## config.mk

```make
export PLATFORM = sky130hd
export DESIGN_NAME = mem_access_unit
export DESIGN_NICKNAME = d
export VERILOG_FILES = /design/src/rtl/mem_pkg.sv /design/src/rtl/mem_arbiter.sv /design/src/rtl/mem_access_unit.sv
export SDC_FILE = /design/constraint.sdc
export NUM_CORES = 1
export LEC_CHECK = 0
export CORE_MARGIN = 2
export CORE_UTILIZATION = 43
export DETAILED_ROUTE_END_ITERATION = 10
export HOLD_SLACK_MARGIN = 0.15
export PLACE_DENSITY_LB_ADDON = 0.3
export SYNTH_ARGS = -nofsm -noshare
export SYNTH_HDL_FRONTEND = slang
export SYNTH_SLANG_ARGS = --single-unit
```

## constraint.sdc

```tcl
create_clock -name CLK -period 2.2 [get_ports CLK]
set_input_delay 0.66 -clock CLK [delete_from_list [all_inputs] [get_ports CLK]]
set_output_delay 0.66 -clock CLK [all_outputs]
set_load 0.02 [all_outputs]
```

## src/rtl/mem_pkg.sv

```systemverilog
// Shared constants for the unified-memory requester: widths, controller
// state encoding and channel identifiers.
package mem_pkg;

  localparam int MEM_ADDR_W     = 8;
  localparam int MEM_DATA_W     = 32;
  localparam int MEM_STARVE_MAX = 4;

  // Controller states (kept as plain constants for older tools).
  localparam logic [1:0] ST_IDLE   = 2'd0;
  localparam logic [1:0] ST_ACCESS = 2'd1;
  localparam logic [1:0] ST_IF_RSP = 2'd2;
  localparam logic [1:0] ST_LS_RSP = 2'd3;

  // Channel id of the transaction in flight.
  localparam logic CH_IF = 1'b0;
  localparam logic CH_LS = 1'b1;

endpackage

```

## src/rtl/mem_arbiter.sv

```systemverilog
// Fetch / load-store arbiter. Load/store normally wins; a waiting fetch is
// forced through once STARVE_MAX consecutive load/store grants went by.
module mem_arbiter
  import mem_pkg::*;
#(
  parameter int STARVE_MAX = MEM_STARVE_MAX
) (
  input  logic CLK,
  input  logic RESET,
  input  logic idle,
  input  logic if_valid,
  input  logic ls_valid,
  output logic grant_if,
  output logic grant_ls
);

  localparam int CNT_W = (STARVE_MAX < 1) ? 1 : $clog2(STARVE_MAX + 1);
  localparam logic [CNT_W-1:0] CNT_MAX = CNT_W'(STARVE_MAX);

  logic [CNT_W-1:0] starve_cnt;
  logic             force_if;

  assign force_if = if_valid && (starve_cnt == CNT_MAX);
  assign grant_if = idle && if_valid && (!ls_valid || force_if);
  assign grant_ls = idle && ls_valid && !force_if;

  // Count load/store grants taken while a fetch is waiting; saturate at max.
  always_ff @(posedge CLK) begin
    if (RESET) begin
      starve_cnt <= '0;
    end else if (grant_if || !if_valid) begin
      starve_cnt <= '0;
    end else if (grant_ls && (starve_cnt != CNT_MAX)) begin
      starve_cnt <= starve_cnt + 1'b1;
    end
  end

endmodule

```

## src/rtl/mem_access_unit.sv

```systemverilog
// Requester-side controller for the 256x32 unified program/data memory.
// Serialises fetch and load/store requests onto the memory pins, one
// transaction at a time: IDLE -> ACCESS -> IF_RSP/LS_RSP -> IDLE.
//
// Handshakes: a transfer happens on a rising edge where valid and ready are
// both high. A requester holds its payload stable while valid && !ready.
// Request ready is combinational and only high in IDLE for the granted
// channel; response valid stays high with stable data until ready.
module mem_access_unit
  import mem_pkg::*;
#(
  parameter int ADDR_W     = MEM_ADDR_W,
  parameter int DATA_W     = MEM_DATA_W,
  parameter int STARVE_MAX = MEM_STARVE_MAX
) (
  input  logic              CLK,
  input  logic              RESET,
  input  logic              IF_REQ_VALID,
  output logic              IF_REQ_READY,
  input  logic [ADDR_W-1:0] IF_ADDR,
  output logic              IF_RSP_VALID,
  input  logic              IF_RSP_READY,
  output logic [DATA_W-1:0] IF_RSP_DATA,
  input  logic              LS_REQ_VALID,
  output logic              LS_REQ_READY,
  input  logic              LS_WE,
  input  logic [ADDR_W-1:0] LS_ADDR,
  input  logic [DATA_W-1:0] LS_WDATA,
  output logic              LS_RSP_VALID,
  input  logic              LS_RSP_READY,
  output logic [DATA_W-1:0] LS_RSP_DATA,
  output logic [ADDR_W-1:0] MEM_ADDRESS_READ,
  input  logic [DATA_W-1:0] MEM_DATA_OUT,
  output logic [ADDR_W-1:0] MEM_ADDRESS_WRITE,
  output logic [DATA_W-1:0] MEM_DATA_IN,
  output logic              MEM_WRITE_ENABLE
);

  logic [1:0] state;
  logic       ch_q;
  logic       we_q;
  logic       idle;
  logic       grant_if;
  logic       grant_ls;

  assign idle = (state == ST_IDLE);

  mem_arbiter #(
    .STARVE_MAX(STARVE_MAX)
  ) u_arbiter (
    .CLK     (CLK),
    .RESET   (RESET),
    .idle    (idle),
    .if_valid(IF_REQ_VALID),
    .ls_valid(LS_REQ_VALID),
    .grant_if(grant_if),
    .grant_ls(grant_ls)
  );

  assign IF_REQ_READY = grant_if;
  assign LS_REQ_READY = grant_ls;
  assign IF_RSP_VALID = (state == ST_IF_RSP);
  assign LS_RSP_VALID = (state == ST_LS_RSP);

  // The store commits on the edge closing ACCESS; a reset sampled on that
  // same edge must suppress it, hence the direct RESET term.
  assign MEM_WRITE_ENABLE = (state == ST_ACCESS) && we_q && !RESET;

  // Transaction sequencing: accept in IDLE, one ACCESS cycle, then respond.
  always_ff @(posedge CLK) begin
    if (RESET) begin
      state <= ST_IDLE;
      ch_q  <= CH_IF;
      we_q  <= 1'b0;
    end else begin
      case (state)
        ST_IDLE: begin
          if (grant_ls) begin
            ch_q  <= CH_LS;
            we_q  <= LS_WE;
            state <= ST_ACCESS;
          end else if (grant_if) begin
            ch_q  <= CH_IF;
            we_q  <= 1'b0;
            state <= ST_ACCESS;
          end
        end
        ST_ACCESS: state <= (ch_q == CH_LS) ? ST_LS_RSP : ST_IF_RSP;
        ST_IF_RSP: if (IF_RSP_READY) state <= ST_IDLE;
        ST_LS_RSP: if (LS_RSP_READY) state <= ST_IDLE;
        default:   state <= ST_IDLE;
      endcase
    end
  end

  // Address/data latching at acceptance and read-data capture after ACCESS.
  always_ff @(posedge CLK) begin
    if (RESET) begin
      MEM_ADDRESS_READ  <= '0;
      MEM_ADDRESS_WRITE <= '0;
      MEM_DATA_IN       <= '0;
      IF_RSP_DATA       <= '0;
      LS_RSP_DATA       <= '0;
    end else begin
      if (grant_ls && LS_WE) begin
        MEM_ADDRESS_WRITE <= LS_ADDR;
        MEM_DATA_IN       <= LS_WDATA;
      end else if (grant_ls) begin
        MEM_ADDRESS_READ <= LS_ADDR;
      end else if (grant_if) begin
        MEM_ADDRESS_READ <= IF_ADDR;
      end
      if (state == ST_ACCESS) begin
        if (ch_q == CH_IF) begin
          IF_RSP_DATA <= MEM_DATA_OUT;
        end else begin
          LS_RSP_DATA <= we_q ? '0 : MEM_DATA_OUT;
        end
      end
    end
  end

endmodule

```

==> impl_results.md <==
- CP required: 1.54 ns
- Crit path from: u_arbiter.starve_cnt[0]$_SDFFE_PP0P_
- Path depth of the worst reg2reg path: 5
- Critical R2R Launch: state[1]$_SDFFE_PP0P_
- Detailed-route wire length on metal 1: 6.485 mm
- Post-synth EDFFs: 0
- Hold buffer count at cts: 0
- Tcrit/Tclk final: 96.95%
- Critical Path Max Stage Delay: 0.32 ns
- Later-pin clock latency in the skew report: 0.40 ns
- Via count: 5122
- Initial DRC count: 415
- Power Density: 801.4 mW/mm^2
- Layout Cells excl Fill: 921
- Worst vdd ir: 435.5 uV
- Routed len/inst: 16.86 um
- Most frequent cell after synthesis: dfxtp_1
- RSZ-0062 raised after global routing: false
- Dominant cells by area after synthesis: dfxtp_1 47%, a21oi_1 11%, nand2_1 7.4%
- Top cells by instance count after synthesis: 119 x dfxtp_1, 109 x a21oi_1, 100 x nand2_1
- Global-route usage over all layers: 23.66%
- Die width: 112.4 um
- CTS Sinks: 119
- Clk_skew: 0.007957 ns
- CTS tree: yes
- Hold WC Path Type: flip-flop to flip-flop
- Multi-input logic area: 0.002349 mm^2
- Core Box Area: 0.01147 mm^2
- Via-to-Cell Ratio: 5.561
- Antenna violations before repair: 1
- Type of origin of the critical path: flip-flop
- H-tree depth: 4
- Vias in the first global route: 4913
- Yosys warns: 0
- Crit path cell chain: inv_1 -> ha_4 -> a21bo_2 -> and2_1 -> buf_6
- Die area: 0.01264 mm^2
- Share of cells above drive strength 1: 13.00%
- Worst slew pin tran: 1.223 ns
- CTS clk-pin slew, worst paths: 0.05 ns
- Placer Congestion: 0.8099
- Syn_nets: 669
- CTS buffer count: 17
- # DRC: 0
- Sequential fraction of the synthesis area: 47.13%
- DP Worst Slack: -0.6267 ns
- Fmax: 0.4688 GHz
- Crit-path max FO: 3
- Fin nets: 853
- Post-synth ARST share: 0%
- Top-area cell type share of the netlist area: 47.13%
- Area grow syn2layout: 53.86%
- Drt pass-1 iters: 5
- Synth Instances: 580
- CTS root buf: clkbuf_16
- Syn Area/Cell: 8.715 um^2
- Final hold violations: 0
- Wire length on met3: 1.177 mm
- Port Buf Inserts: 203
- Initial core utilization: 44.08%
- Cell depth of the worst setup path: 5
- Global-route wire length before repair: 24.52 mm
- Worst path arrival time: 1.47 ns
- R2r setup slk: 0.36 ns
- Buf/Inv on CP: 2
- Mapped cell area: 0.005055 mm^2
- CP max stage cell: dfxtp_2
- Synth cell types: 36
- RR Endpoint: MEM_DATA_IN[21]$_SDFFE_PP0P_
- Row count: 39
- Slew HR: 18.46%
- GR Overflow Total: 0
- Status: finished, final reports clean
- Final HPWL DP: 10.41 mm
- Register area: 0.002387 mm^2
- Remaining antenna violation count: 0
- Fillcell total: 942
- Final WS setup: 0.06705 ns
- Cell family with most CP delay: flip-flops
- Pleak: 2.673 nW
- Clock buffer depth: 2
- Post-synth top area cell: dfxtp_1
- Setup crit end: IF_REQ_READY
- Die H: 112.4 um
- Slew Viols, Final: 0
- Uppermost layer routed: met4
- Largest net degree at the start of global routing: 118
- I/O pins: 204
- Cell Count Post-Placement: 887
- Drt total wl: 15.53 mm
- Metal2 WL: 7.713 mm
- Ys flop type: dfxtp_1
- Crit path time final: 2.133 ns
- Worst setup EP type: output port
- Max Cap Viol: 0
- Crit path kind: flip-flop to output port
- Setup-failing EPs final: 0
- Flops & latches, synth: 119
-- sequential cells by signal (all words and copies together) (netlist names) --
name / count
MEM_ADDRESS_WRITE: 8
MEM_ADDRESS_READ: 8
MEM_DATA_IN: 32
we_q: 1
u_arbiter.starve_cnt: 3
LS_RSP_DATA: 32
ch_q: 1
state: 2
IF_RSP_DATA: 32
-- cells in the final DEF (no fill, tap or decap), types with 6 or more instances in the layout --
cell               n
a211oi_1           8
a21oi_1          109
a311oi_1           8
buf_4             25
clkbuf_16         17
clkdlybuf4s50_1  194
clkinv_2           6
dfxtp_1          115
nand2_1          100
nand3_1           11
nand3b_1          33
nand4_1           40
o21ai_0           10
o31ai_1           20
o31ai_2           21
-- timing repair --
| item | 4_1_cts | 5_1_grt |
|---|---|---|
| pin swaps | 1 | 0 |
| setup buffers | 1 | 0 |
| gates resized for setup | 20 | 5 |
| setup endpoints to repair | 5 | 2 |
-- worst min-delay path: stages, from the launching register on --
cell and delay (ns):
dfxtp_1 0.30, nand2_1 0.05, a21oi_1 0.05
-- power breakdown --
group          switching [mW]  total (mW)  internal (mW)
clock network           0.970        2.69           1.72
registers              0.0864        2.38           2.29
logic                   0.625        1.17          0.544
-- kinds of logic (layout without fill, tap and decap cells) --
family / after synthesis / in the layout / synth area share [%]
AND/OR/NAND/NOR: 206 / 206 / 21.96
AO/OA/AOI/OAI: 181 / 181 / 23.39
flip-flops: 119 / 119 / 47.13
buffers and inverters: 72 / 269 / 7.030
adder cells (fa/ha/maj): 2 / 2 / 0.4950
other: 0 / 1 / 0
-- per-stage QoR --
stage	hold WS [ns]	power [mW]	setup TNS, ns	area (um^2)	utilization, %
4_1_cts	0.4495	6.271	0	7766	67.73
5_1_grt	0.4732	6.482	0	7777	67.82
3_5_place_dp	0.4423	3.588	-16.45	7181	62.62
6_report	0.4484	6.233	0	7777	67.82
3_3_place_gp	0.4389	3.559	-13.08	7181	62.62
2_1_floorplan	0.4655	3.044	0	5061	-
-- routing by layer --
layer,vias to the layer above,track usage [%]
li1,2461,-
met1,2440,28.85
met2,206,40.88
met3,15,6.533
met4,0,7.073
met5,-,0
-- final cells by class --
class | count | area share (%)
Antenna cell | 1 | 0.03218
Clock buffer | 19 | 5.824
Clock inverter | 13 | 1.673
Inverter | 7 | 0.3378
Multi-Input combinational cell | 389 | 30.20
Sequential cell | 119 | 30.69
Tap cell | 143 | 2.301
Timing Repair Buffer | 230 | 28.94
-- worst min path at each step --
stage,from,endpoint,slack [ns],depth (start not counted)
3_3_place_gp,LS_RSP_DATA[27]$_SDFFE_PP0P_,LS_RSP_DATA[27]$_SDFFE_PP0P_,0.44,2
2_1_floorplan,u_arbiter.starve_cnt[0]$_SDFFE_PP0P_,u_arbiter.starve_cnt[0]$_SDFFE_PP0P_,0.47,2
3_5_place_dp,LS_RSP_DATA[27]$_SDFFE_PP0P_,LS_RSP_DATA[27]$_SDFFE_PP0P_,0.44,2
5_1_grt,IF_RSP_DATA[7]$_SDFFE_PP0P_,IF_RSP_DATA[7]$_SDFFE_PP0P_,0.47,2
6_report,LS_RSP_DATA[18]$_SDFFE_PP0P_,LS_RSP_DATA[18]$_SDFFE_PP0P_,0.45,2
4_1_cts,LS_RSP_DATA[27]$_SDFFE_PP0P_,LS_RSP_DATA[27]$_SDFFE_PP0P_,0.45,2
No activity file was read; power rests on OpenSTA's default activity.
